--- config.mk ---
export PLATFORM = sky130hd
export DESIGN_NAME = stream_demux_1_4
export DESIGN_NICKNAME = d
export VERILOG_FILES = /design/src/rtl/stream_demux_1_4.sv
export SDC_FILE = /design/constraint.sdc
export NUM_CORES = 1
export LEC_CHECK = 0
export ABC_AREA = 1
export CAP_MARGIN = 20
export CORE_MARGIN = 8
export CORE_UTILIZATION = 43
export CTS_CLUSTER_SIZE = 20
export DETAILED_ROUTE_END_ITERATION = 16
export GPL_TIMING_DRIVEN = 0
export HOLD_SLACK_MARGIN = 0.1
export PLACE_DENSITY_LB_ADDON = 0.1
export SLEW_MARGIN = 40
export SYNTH_ARGS = -nofsm -noshare
export SYNTH_HDL_FRONTEND = slang
export SYNTH_SLANG_ARGS = --single-unit
export TNS_END_PERCENT = 50
--- constraint.sdc ---
create_clock -name clk -period 1.74 [get_ports clk]
set_input_delay 0.435 -clock clk [delete_from_list [all_inputs] [get_ports clk]]
set_output_delay 0.435 -clock clk [all_outputs]
set_load 0.02 [all_outputs]
--- src/rtl/stream_demux_1_4.sv ---
// stream_demux_1_4 -- 1:4 valid/ready stream demultiplexer.
//
// Routes one input stream to one of four output channels. Each channel has
// a one-entry register stage, so each channel can accept a new word on the
// same cycle its consumer takes the old one. Each channel also has a counter
// of the words it has accepted.
//
// Optional feature (macro STREAM_DEMUX_ROUND_ROBIN_EN):
//   up_sel is ignored. The destination comes from an internal 2-bit pointer
//   that resets to 0 and advances only when a word is accepted. The pointer
//   never skips a full channel, so a stalled target blocks the input.
//
// Parameters:
//   WIDTH  data word width in bits
//   CNT_W  width of each per-channel accepted-word counter (wraps modulo 2^CNT_W)
//
// Ports:
//   clk         rising-edge clock
//   rst         synchronous active-high reset
//   up_valid    input word present
//   up_ready    word addressed to the current destination can be taken (combinational)
//   up_data     input word
//   up_sel      destination channel 0..3 (unused in round-robin builds)
//   down_valid  bit i: channel i holds a word
//   down_ready  bit i: consumer i takes the word
//   down_data   channel i word at [i*WIDTH +: WIDTH]
//   cnt         channel i accepted-word count at [i*CNT_W +: CNT_W]

module stream_demux_1_4 #(
   parameter int unsigned WIDTH = 8,
   parameter int unsigned CNT_W = 8
) (
   input  logic               clk,
   input  logic               rst,
   input  logic               up_valid,
   output logic               up_ready,
   input  logic [WIDTH-1:0]   up_data,
   input  logic [1:0]         up_sel,
   output logic [3:0]         down_valid,
   input  logic [3:0]         down_ready,
   output logic [4*WIDTH-1:0] down_data,
   output logic [4*CNT_W-1:0] cnt
);

   logic [1:0]       dst;
   logic             accept;
   logic [3:0]       acc_oh;
   logic [3:0]       vld_q;
   logic [WIDTH-1:0] data_q [4];
   logic [CNT_W-1:0] cnt_q  [4];

`ifdef STREAM_DEMUX_ROUND_ROBIN_EN
   logic [1:0] rr_ptr;
   logic       unused_sel;

   assign unused_sel = ^up_sel;
   assign dst        = rr_ptr;

   always_ff @(posedge clk) begin
      if (rst) begin
         rr_ptr <= '0;
      end else if (accept) begin
         rr_ptr <= rr_ptr + 2'd1;
      end
   end
`else
   assign dst = up_sel;
`endif

   // A channel can take a new word if it is empty, or if its consumer
   // drains it on this same edge. up_valid is deliberately not used here.
   assign up_ready = ~vld_q[dst] | down_ready[dst];
   assign accept   = up_valid & up_ready;
   assign acc_oh   = accept ? (4'b0001 << dst) : 4'b0000;

   always_ff @(posedge clk) begin
      if (rst) begin
         vld_q <= '0;
         for (int unsigned i = 0; i < 4; i++) begin
            data_q[i] <= '0;
            cnt_q[i]  <= '0;
         end
      end else begin
         for (int unsigned i = 0; i < 4; i++) begin
            if (acc_oh[i]) begin
               // A refill wins over a drain, so the channel stays valid.
               vld_q[i]  <= 1'b1;
               data_q[i] <= up_data;
               cnt_q[i]  <= cnt_q[i] + CNT_W'(1);
            end else if (down_ready[i]) begin
               // A drain clears only the valid bit. The data stays as it was.
               vld_q[i] <= 1'b0;
            end
         end
      end
   end

   always_comb begin
      down_data = '0;
      cnt       = '0;
      for (int unsigned i = 0; i < 4; i++) begin
         down_data[i*WIDTH +: WIDTH] = data_q[i];
         cnt[i*CNT_W +: CNT_W]       = cnt_q[i];
      end
   end

   assign down_valid = vld_q;

endmodule

==> flow_summary.ini, run 1 <==
[outcome]
status = complete, no violations

[setup_path]
slowest_stage = clkdlybuf4s50_1
crit_family = buffers and inverters
path_cells = clkdlybuf4s50_1
start_kind = flip-flop
cp_max_fo = 1
regToRegSetupSlack_ps = 190
worstReg2RegStart = down_valid[3]
reg2reg_to = cnt_q[1][3]
critical_path_class = flip-flop to output port
path_buf_inv = 1
crit_path_end_kind = output port
ff2ff_path_depth = 10
critPathArrivalTime_ps = 1270
max_stage_delay_ps = 610
required_ps = 1300

[routing]
drtAntennaViolNets = 0
vias = 2168
routedWlPerCell_um = 14.6
drc_errors = 0
vias_per_cell = 4.55
first_pass_iters = 4
wl_mm = 6.94
drt_iter0_drc = 52

[floorplan]
start_util = 0.435
dieArea_mm2 = 0.0102
row_count = 31
core_area_mm2 = 0.00714
ios = 86
die_height_um = 101
die_w_um = 101

[cts]
cts_sinks = 68
clk_path_buf_depth = 2
htree_num_levels = 3
cts_tree = built
clk_latency_ps = 330
cts_hold_buffers = 0
cts_root_buffer = clkbuf_8
cts.clk_slew.worst_paths_ps = 70
cts_buffers = 9

[global_routing]
grt_pass1_vias = 2143
grt_overflow = 0
top_usage_layer = met2
use_met1 = 0.165
grt_max_degree = 17
gr-usage-all-layers = 0.135
grt_pass1_wl_mm = 10.6
antenna_found_initial = 0
use_met2 = 0.214
gr-usage-met3 = 0.0394

[finish]
fillers = 629
stdcell_count = 476
area_growth_pct = 41.3
multiInputGateArea_um2 = 968
seq_area_mm2 = 0.00200
n_antenna_cell = 0
utilization = 0.615
fin_area_mm2 = 0.00439
nNetsFinal = 394
drive_gt1_frac = 0.149

[logic_synthesis]
ys_types = 20
syn-mean-instance-area_um2 = 11.6
synth.most_common_cell = nor2_1
synth_edf_count = 64
post-synth-top-area-cell = edfxtp_1
ys_ff_latch = 68
yosys-top-cells-count = nor2_1, edfxtp_1, nand2_1
async_flop_share = 0
netlist_top_cells_area = edfxtp_1, nor2_1, xor2_1
synthesis.area_mm2 = 0.00311
synth_flop_cell = edfxtp_1
yosysSeqAreaShare = 0.644
yosysTopAreaCellShare = 0.619
synthCells = 267
yosysWarnings = 0
synth_fp_nets = 288

[pwr]
powerDensity_mw_per_mm2 = 785
p_total_mw = 3.45
power.leakage_nw = 2.17
vdd_drop_max_mv = 0.357

[sta]
max_freq_ghz = 0.585
holdWs_ps = 403
hold_violations = 0
maxSlewViolCount = 0
finalCritPeriodShare = 0.982
setup_viol = 0
fin_skew_ps = 7.06
worst_pin_slew_ps = 276
finalCriticalPeriod_ps = 1710
slew_headroom = 0.815

[place]
dp_hpwl_mm = 4.90
io_buffers = 83
place_inst = 449
gp_congestion = 0.852
placed_area_mm2 = 0.00406

[worst_hold_path]
hold_depth = 3
min_to = down_valid[0]
min_path_type = primary input to flip-flop
min_from = down_ready[0]

[run]
max_cap_violations = 0
where the power goes:
group / leakage [nW] / internal, mW / switching (mW)
Combinational: 1.38 / 0.192 / 0.284
Clock: 0.0780 / 0.496 / 0.548
Sequential: 0.712 / 1.88 / 0.0521
cell families after synthesis:
group,count (synthesis),synth area share
buffers and inverters,34,0.0536
and+or+nand+nor,137,0.218
xor gates and xnor gates,24,0.0677
DFF,68,0.644
adders and majority gates,4,0.0161
final cells by class:
type,count,area share
inverters,27,0.0231
well taps,99,0.0282
clock inverters,4,0.00399
repair buffers,95,0.222
plain buffers,7,0.0162
multi-input cells,165,0.221
clock buffers,11,0.0299
flip-flops and latches,68,0.456
state kept, by name (all words and copies together) (netlist names):
register / count
cnt_q: 32
data_q: 32
down_valid: 4
what timing repair did:
| action | 4_1_cts | 5_1_grt |
|---|---|---|
| pin swaps | 1 | 4 |
| setup endpoints to repair | 139 | 73 |
| resized for setup | 52 | 39 |
| buffers inserted | 3 | 6 |
| gates cloned | 0 | 3 |
worst min-delay path, stage by stage:
cell and delay (ps):
dlymetal6s2s_1 100, nand3b_1 110, nand2_1 50
how the worst max path moves through the flow:
| stage | startpoint | to | slack [ps] | depth (start not counted) |
|---|---|---|---|---|
| after floorplan | up_sel[0] | cnt_q[0][0] | -120 | 8 |
| after global placement | up_sel[1] | up_ready | -880 | 7 |
| after detailed placement | up_sel[1] | up_ready | -890 | 7 |
| after CTS | down_ready[3] | up_ready | -80 | 6 |
| after global routing | data_q[3][0] | down_data[24] | -20 | 1 |
| final | data_q[3][0] | down_data[24] | 30 | 1 |
layout by cell type (no fill, tap or decap), types with 6 or more instances in the layout:
cell type / netlist / routed
edfxtp_1: 64 / 64
buf_6: 4 / 6
clkdlybuf4s50_1: 0 / 18
nand2_4: 2 / 6
dlygate4sd2_1: 0 / 37
xnor2_1: 7 / 7
nand2_1: 31 / 27
nor2_2: 9 / 9
inv_1: 25 / 25
clkbuf_8: 0 / 9
xor2_1: 17 / 17
nand3_1: 17 / 17
buf_4: 2 / 10
dlymetal6s2s_1: 0 / 26
nor2_1: 65 / 65
per-stage QoR:
step | setup TNS [ps] | worst slack (ps)
final | 0 | 31.3
after global routing | -22.6 | -19.4
after CTS | -700 | -76.5
after detailed placement | -82740 | -893
after global placement | -79090 | -880
after floorplan | -7990 | -125
per-layer routing:
layer	wire [um]	share of wire	up-vias
met4	124	0.018	0
met3	454	0.065	10
met2	3270	0.47	61
li1	-	-	1085
met5	0	0	-
met1	3090	0.45	1012
(Power assumes the default switching activity.)
==> run 2, diff against run 1 <==
RECOVER_POWER = 100   (was unset)
==> run 2 against run 1 <==
- wire length is essentially flat
- clock skew down 1.3 ps
- flip-flop and latch count is the same
- first-iteration DRC count increased by 15%
- fmax is essentially flat
- clock-buffer cell count did not move
- core utilization is 3.4 points lower
- die area unchanged
- critical path depth unchanged
- critical endpoint is now down_data[30]
==> flow_summary.ini, run 2 (same netlist as run 1, synthesis figures left out) <==
[routing]
routedWlPerCell_um = 14.6
drc_errors = 0
drt_iter0_drc = 60
wl_mm = 6.95
drtAntennaViolNets = 0
vias = 2171
vias_per_cell = 4.56
first_pass_iters = 6

[setup_path]
critPathArrivalTime_ps = 1270
start_kind = flip-flop
path_buf_inv = 1
crit_path_end_kind = output port
crit_family = buffers and inverters
path_cells = clkdlybuf4s50_1
max_stage_delay_ps = 600
slowest_stage = clkdlybuf4s50_1
critical_path_class = flip-flop to output port
required_ps = 1300
cp_max_fo = 1

[sta]
setup_viol = 0
slew_headroom = 0.727
hold_violations = 0
max_freq_ghz = 0.585
worst_pin_slew_ps = 408
maxSlewViolCount = 0
finalCritPeriodShare = 0.982
fin_skew_ps = 5.79
worst_slack_ps = 31.3
holdWs_ps = 399
finalCriticalPeriod_ps = 1710

[finish]
area_growth_pct = 33.5
drive_gt1_frac = 0.127
nNetsFinal = 394
seq_area_mm2 = 0.00200
final_common_cell = nor2_1
n_antenna_cell = 0
multiInputGateArea_um2 = 936
final_cell_mix = nor2_1, edfxtp_1, dlygate4sd2_1
fillers = 675

[cts]
clk_latency_ps = 330
cts_buffers = 9
cts.clk_slew.worst_paths_ps = 60
cts_hold_buffers = 0
htree_num_levels = 3
cts_sinks = 68
cts_root_buffer = clkbuf_8
cts_tree = built
clk_path_buf_depth = 2

[global_routing]
grt_pass1_vias = 2143
gr-usage-met3 = 0.0394
use_met2 = 0.214
use_met1 = 0.165
gr-usage-all-layers = 0.135
top_usage_layer = met2
grt_max_degree = 17
antenna_found_initial = 0
grt_pass1_wl_mm = 10.6
grt_overflow = 0

[outcome]
status = complete, no violations

[pwr]
vdd_drop_max_mv = 0.383
power.leakage_nw = 1.80
powerDensity_mw_per_mm2 = 824

[place]
gp_congestion = 0.852
io_buffers = 83
dp_slack_ps = -893
dp_hpwl_mm = 4.90

[worst_hold_path]
min_path_type = primary input to flip-flop

[run]
max_cap_violations = 0

[floorplan]
row_count = 31
dieArea_mm2 = 0.0102
ios = 86
start_util = 0.435
die_height_um = 101
die_w_um = 101
core_area_mm2 = 0.00714
## run 2: cell types whose count changed in the layout (fill, tap and decap cells not counted), moves of 2 or more
cell | before | now
clkbuf_1 | 2 | 26
buf_6 | 6 | 4
nor2_2 | 9 | 4
clkbuf_4 | 1 | 4
nand2_2 | 1 | 5
nor2_1 | 65 | 70
dlymetal6s2s_1 | 26 | 4
buf_4 | 10 | 6
nand2_4 | 6 | 2
## run 2: worst paths after layout
| check | from | slack [ps] | cells past startpoint | to |
|---|---|---|---|---|
| worst min register to register | down_valid[2] | 490 | 2 | down_valid[2] |
| worst max-delay path | data_q[3][6] | 30 | 1 | down_data[30] |
| worst max register to register | down_valid[3] | 160 | 10 | data_q[0][7] |
| worst min-delay path | down_ready[2] | 400 | 3 | down_valid[2] |
## run 2: final cells by class
class / count / share of cell area
Sequential cell: 68 / 0.483
Clock buffer: 11 / 0.0317
Clock inverter: 4 / 0.00422
Buffer: 7 / 0.0163
Tap cell: 99 / 0.0299
Timing Repair Buffer: 95 / 0.185
Inverter: 27 / 0.0244
Multi-Input combinational cell: 165 / 0.226
## run 2: repair_timing
item | in CTS | in global routing
resized for setup | 52 | 39
pin swaps | 1 | 4
setup endpoints to repair | 139 | 73
gates cloned | 0 | 3
setup buffers | 3 | 6
## run 2: routing by layer
metal / wire, um / vias to the layer above
met1: 3130 / 1015
met3: 427 / 10
met2: 3280 / 61
met4: 108 / 0
li1: - / 1085
met5: 0 / -
## run 2: stage by stage
| stage | setup TNS [ps] | cells | power (mW) | cell area [um2] | utilization |
|---|---|---|---|---|---|
| after floorplan | -7990 | 267 | 2.22 | 3110 | - |
| after global placement | -79090 | 449 | 2.46 | 4060 | 0.569 |
| after detailed placement | -82740 | 449 | 2.46 | 4060 | 0.569 |
| after CTS | -700 | 467 | 3.47 | 4210 | 0.590 |
| after global routing | -22.6 | 476 | 3.56 | 4150 | 0.581 |
| final | 0 | 476 | 3.42 | 4150 | 0.581 |
## run 2: power breakdown
group          internal, mW  switching [mW]
logic                 0.162           0.279
registers              1.88          0.0524
clock network         0.496           0.551
total                  2.53           0.882
==> run 3, diff against run 2 <==
GPL_TIMING_DRIVEN = unset   (was 0)
==> run 3 against run 2 <==
- power up 4.7%
- highest routed layer unchanged
- non-clock buffer count increased by 3
- critical path depth stayed put
- clock power grew 13%
- flip-flop and latch count stayed put
- combinational power up 4%
- clock-buffer cell count down 1
- global-route usage down 0.35 points
- critical path type unchanged
- fmax increased by 0.17%
- die area is the same
==> flow_summary.ini, run 3 (same netlist as run 1, synthesis figures left out) <==
[cts]
cts_buffers = 9
clk_path_buf_depth = 2
cts_sinks = 68
htree_num_levels = 3
cts_tree = built
clk_latency_ps = 330
cts.clk_slew.worst_paths_ps = 70
cts_root_buffer = clkbuf_8

[pwr]
power.leakage_nw = 1.85
powerDensity_mw_per_mm2 = 853
p_total_mw = 3.58
vdd_drop_max_mv = 0.640

[finish]
fillers = 675
area_growth_pct = 35.0
drive_gt1_frac = 0.135
stdcell_count = 478
nNetsFinal = 397
final_common_cell = nor2_1
final_cell_mix = nor2_1, edfxtp_1, dlygate4sd2_1
n_antenna_cell = 0

[sta]
fin_skew_ps = 11.0
rsz0062_at_grt = false
setup_viol = 0
max_freq_ghz = 0.586
hold_violations = 0
maxSlewViolCount = 0
finalCriticalPeriod_ps = 1710
finalCritPeriodShare = 0.980
worst_pin_slew_ps = 298
slew_headroom = 0.802

[outcome]
status = complete, no violations

[setup_path]
startpoint = data_q[2][5]
worstReg2RegStart = down_valid[2]
path_buf_inv = 1
path_cells = clkdlybuf4s50_1
crit_path_end_kind = output port
ff2ff_path_depth = 9
max_stage_delay_ps = 610
cp_max_fo = 1
required_ps = 1300
critPathArrivalTime_ps = 1270
crit_family = buffers and inverters
slowest_stage = clkdlybuf4s50_1
critical_path_class = flip-flop to output port
reg2reg_to = data_q[3][7]
regToRegSetupSlack_ps = 130
start_kind = flip-flop

[floorplan]
dieArea_mm2 = 0.0102
start_util = 0.435
ios = 86
die_w_um = 101
row_count = 31
core_area_mm2 = 0.00714
die_height_um = 101

[worst_hold_path]
min_from = down_ready[2]
hold_depth = 3
min_path_type = primary input to flip-flop
min_to = down_valid[2]

[global_routing]
antenna_found_initial = 0
grt_pass1_wl_mm = 10.3
grt_max_degree = 18
grt_overflow = 0
grt_pass1_vias = 2070
gr-usage-all-layers = 0.131

[routing]
vias = 2182
vias_per_cell = 4.56
drtAntennaViolNets = 0
drt_iter0_drc = 57
first_pass_iters = 4
routedWlPerCell_um = 14.0
drc_errors = 0
wl_mm = 6.68

[place]
io_buffers = 85
dp_hpwl_mm = 4.95
place_inst = 463
gp_congestion = 0.790

[run]
max_cap_violations = 0
-- run 3: worst max path at each step --
| stage | endpoint | cells after the start |
|---|---|---|
| after floorplan | cnt_q[0][0] | 8 |
| after global placement | up_ready | 8 |
| after detailed placement | up_ready | 8 |
| after CTS | up_ready | 7 |
| after global routing | down_data[10] | 1 |
| final | down_data[21] | 1 |
-- run 3: cell type report --
| type | count | area [um2] | share of cell area |
|---|---|---|---|
| sequential | 68 | 2000 | 0.477 |
| multi-input combinational | 165 | 921 | 0.220 |
| timing repair buffer | 105 | 875 | 0.209 |
| clock buffer | 10 | 128 | 0.0304 |
| tap | 99 | 124 | 0.0295 |
| inverter | 27 | 101 | 0.0242 |
| clock inverter | 4 | 42.5 | 0.0101 |
-- run 3: per-layer routing --
layer | track usage | routed length [um] | vias up
li1 | - | - | 1092
met1 | 0.159 | 2980 | 1021
met2 | 0.209 | 3180 | 64
met3 | 0.0442 | 439 | 5
met4 | 0.0550 | 78 | 0
met5 | 0 | 0 | -
-- run 3: timing repair --
action | CTS | global route
buffers inserted | 1 | 0
hold buffers | 0 | 0
endpoints found under the setup margin | 174 | 112
pin swaps | 1 | 3
gates resized for setup | 48 | 24
-- run 3: where the power goes --
part           internal (mW)  switching [mW]  total [mW]
logic                  0.182           0.278       0.459
clock network          0.635           0.555        1.19
registers               1.87          0.0519        1.93
-- run 3: metrics by stage --
step / TNS, ps / setup slack [ps] / area, um2 / hold slack [ps] / utilization
CTS: -80.7 / -80.7 / 4350 / 501 / 0.610
detailed placement: -69500 / -729 / 4220 / 489 / 0.592
finish: 0 / 34.2 / 4190 / 427 / 0.587
global placement: -62610 / -691 / 4220 / 482 / 0.592
global route: 0 / 0.250 / 4190 / 424 / 0.587
floorplan: -7990 / -125 / 3110 / 556 / -
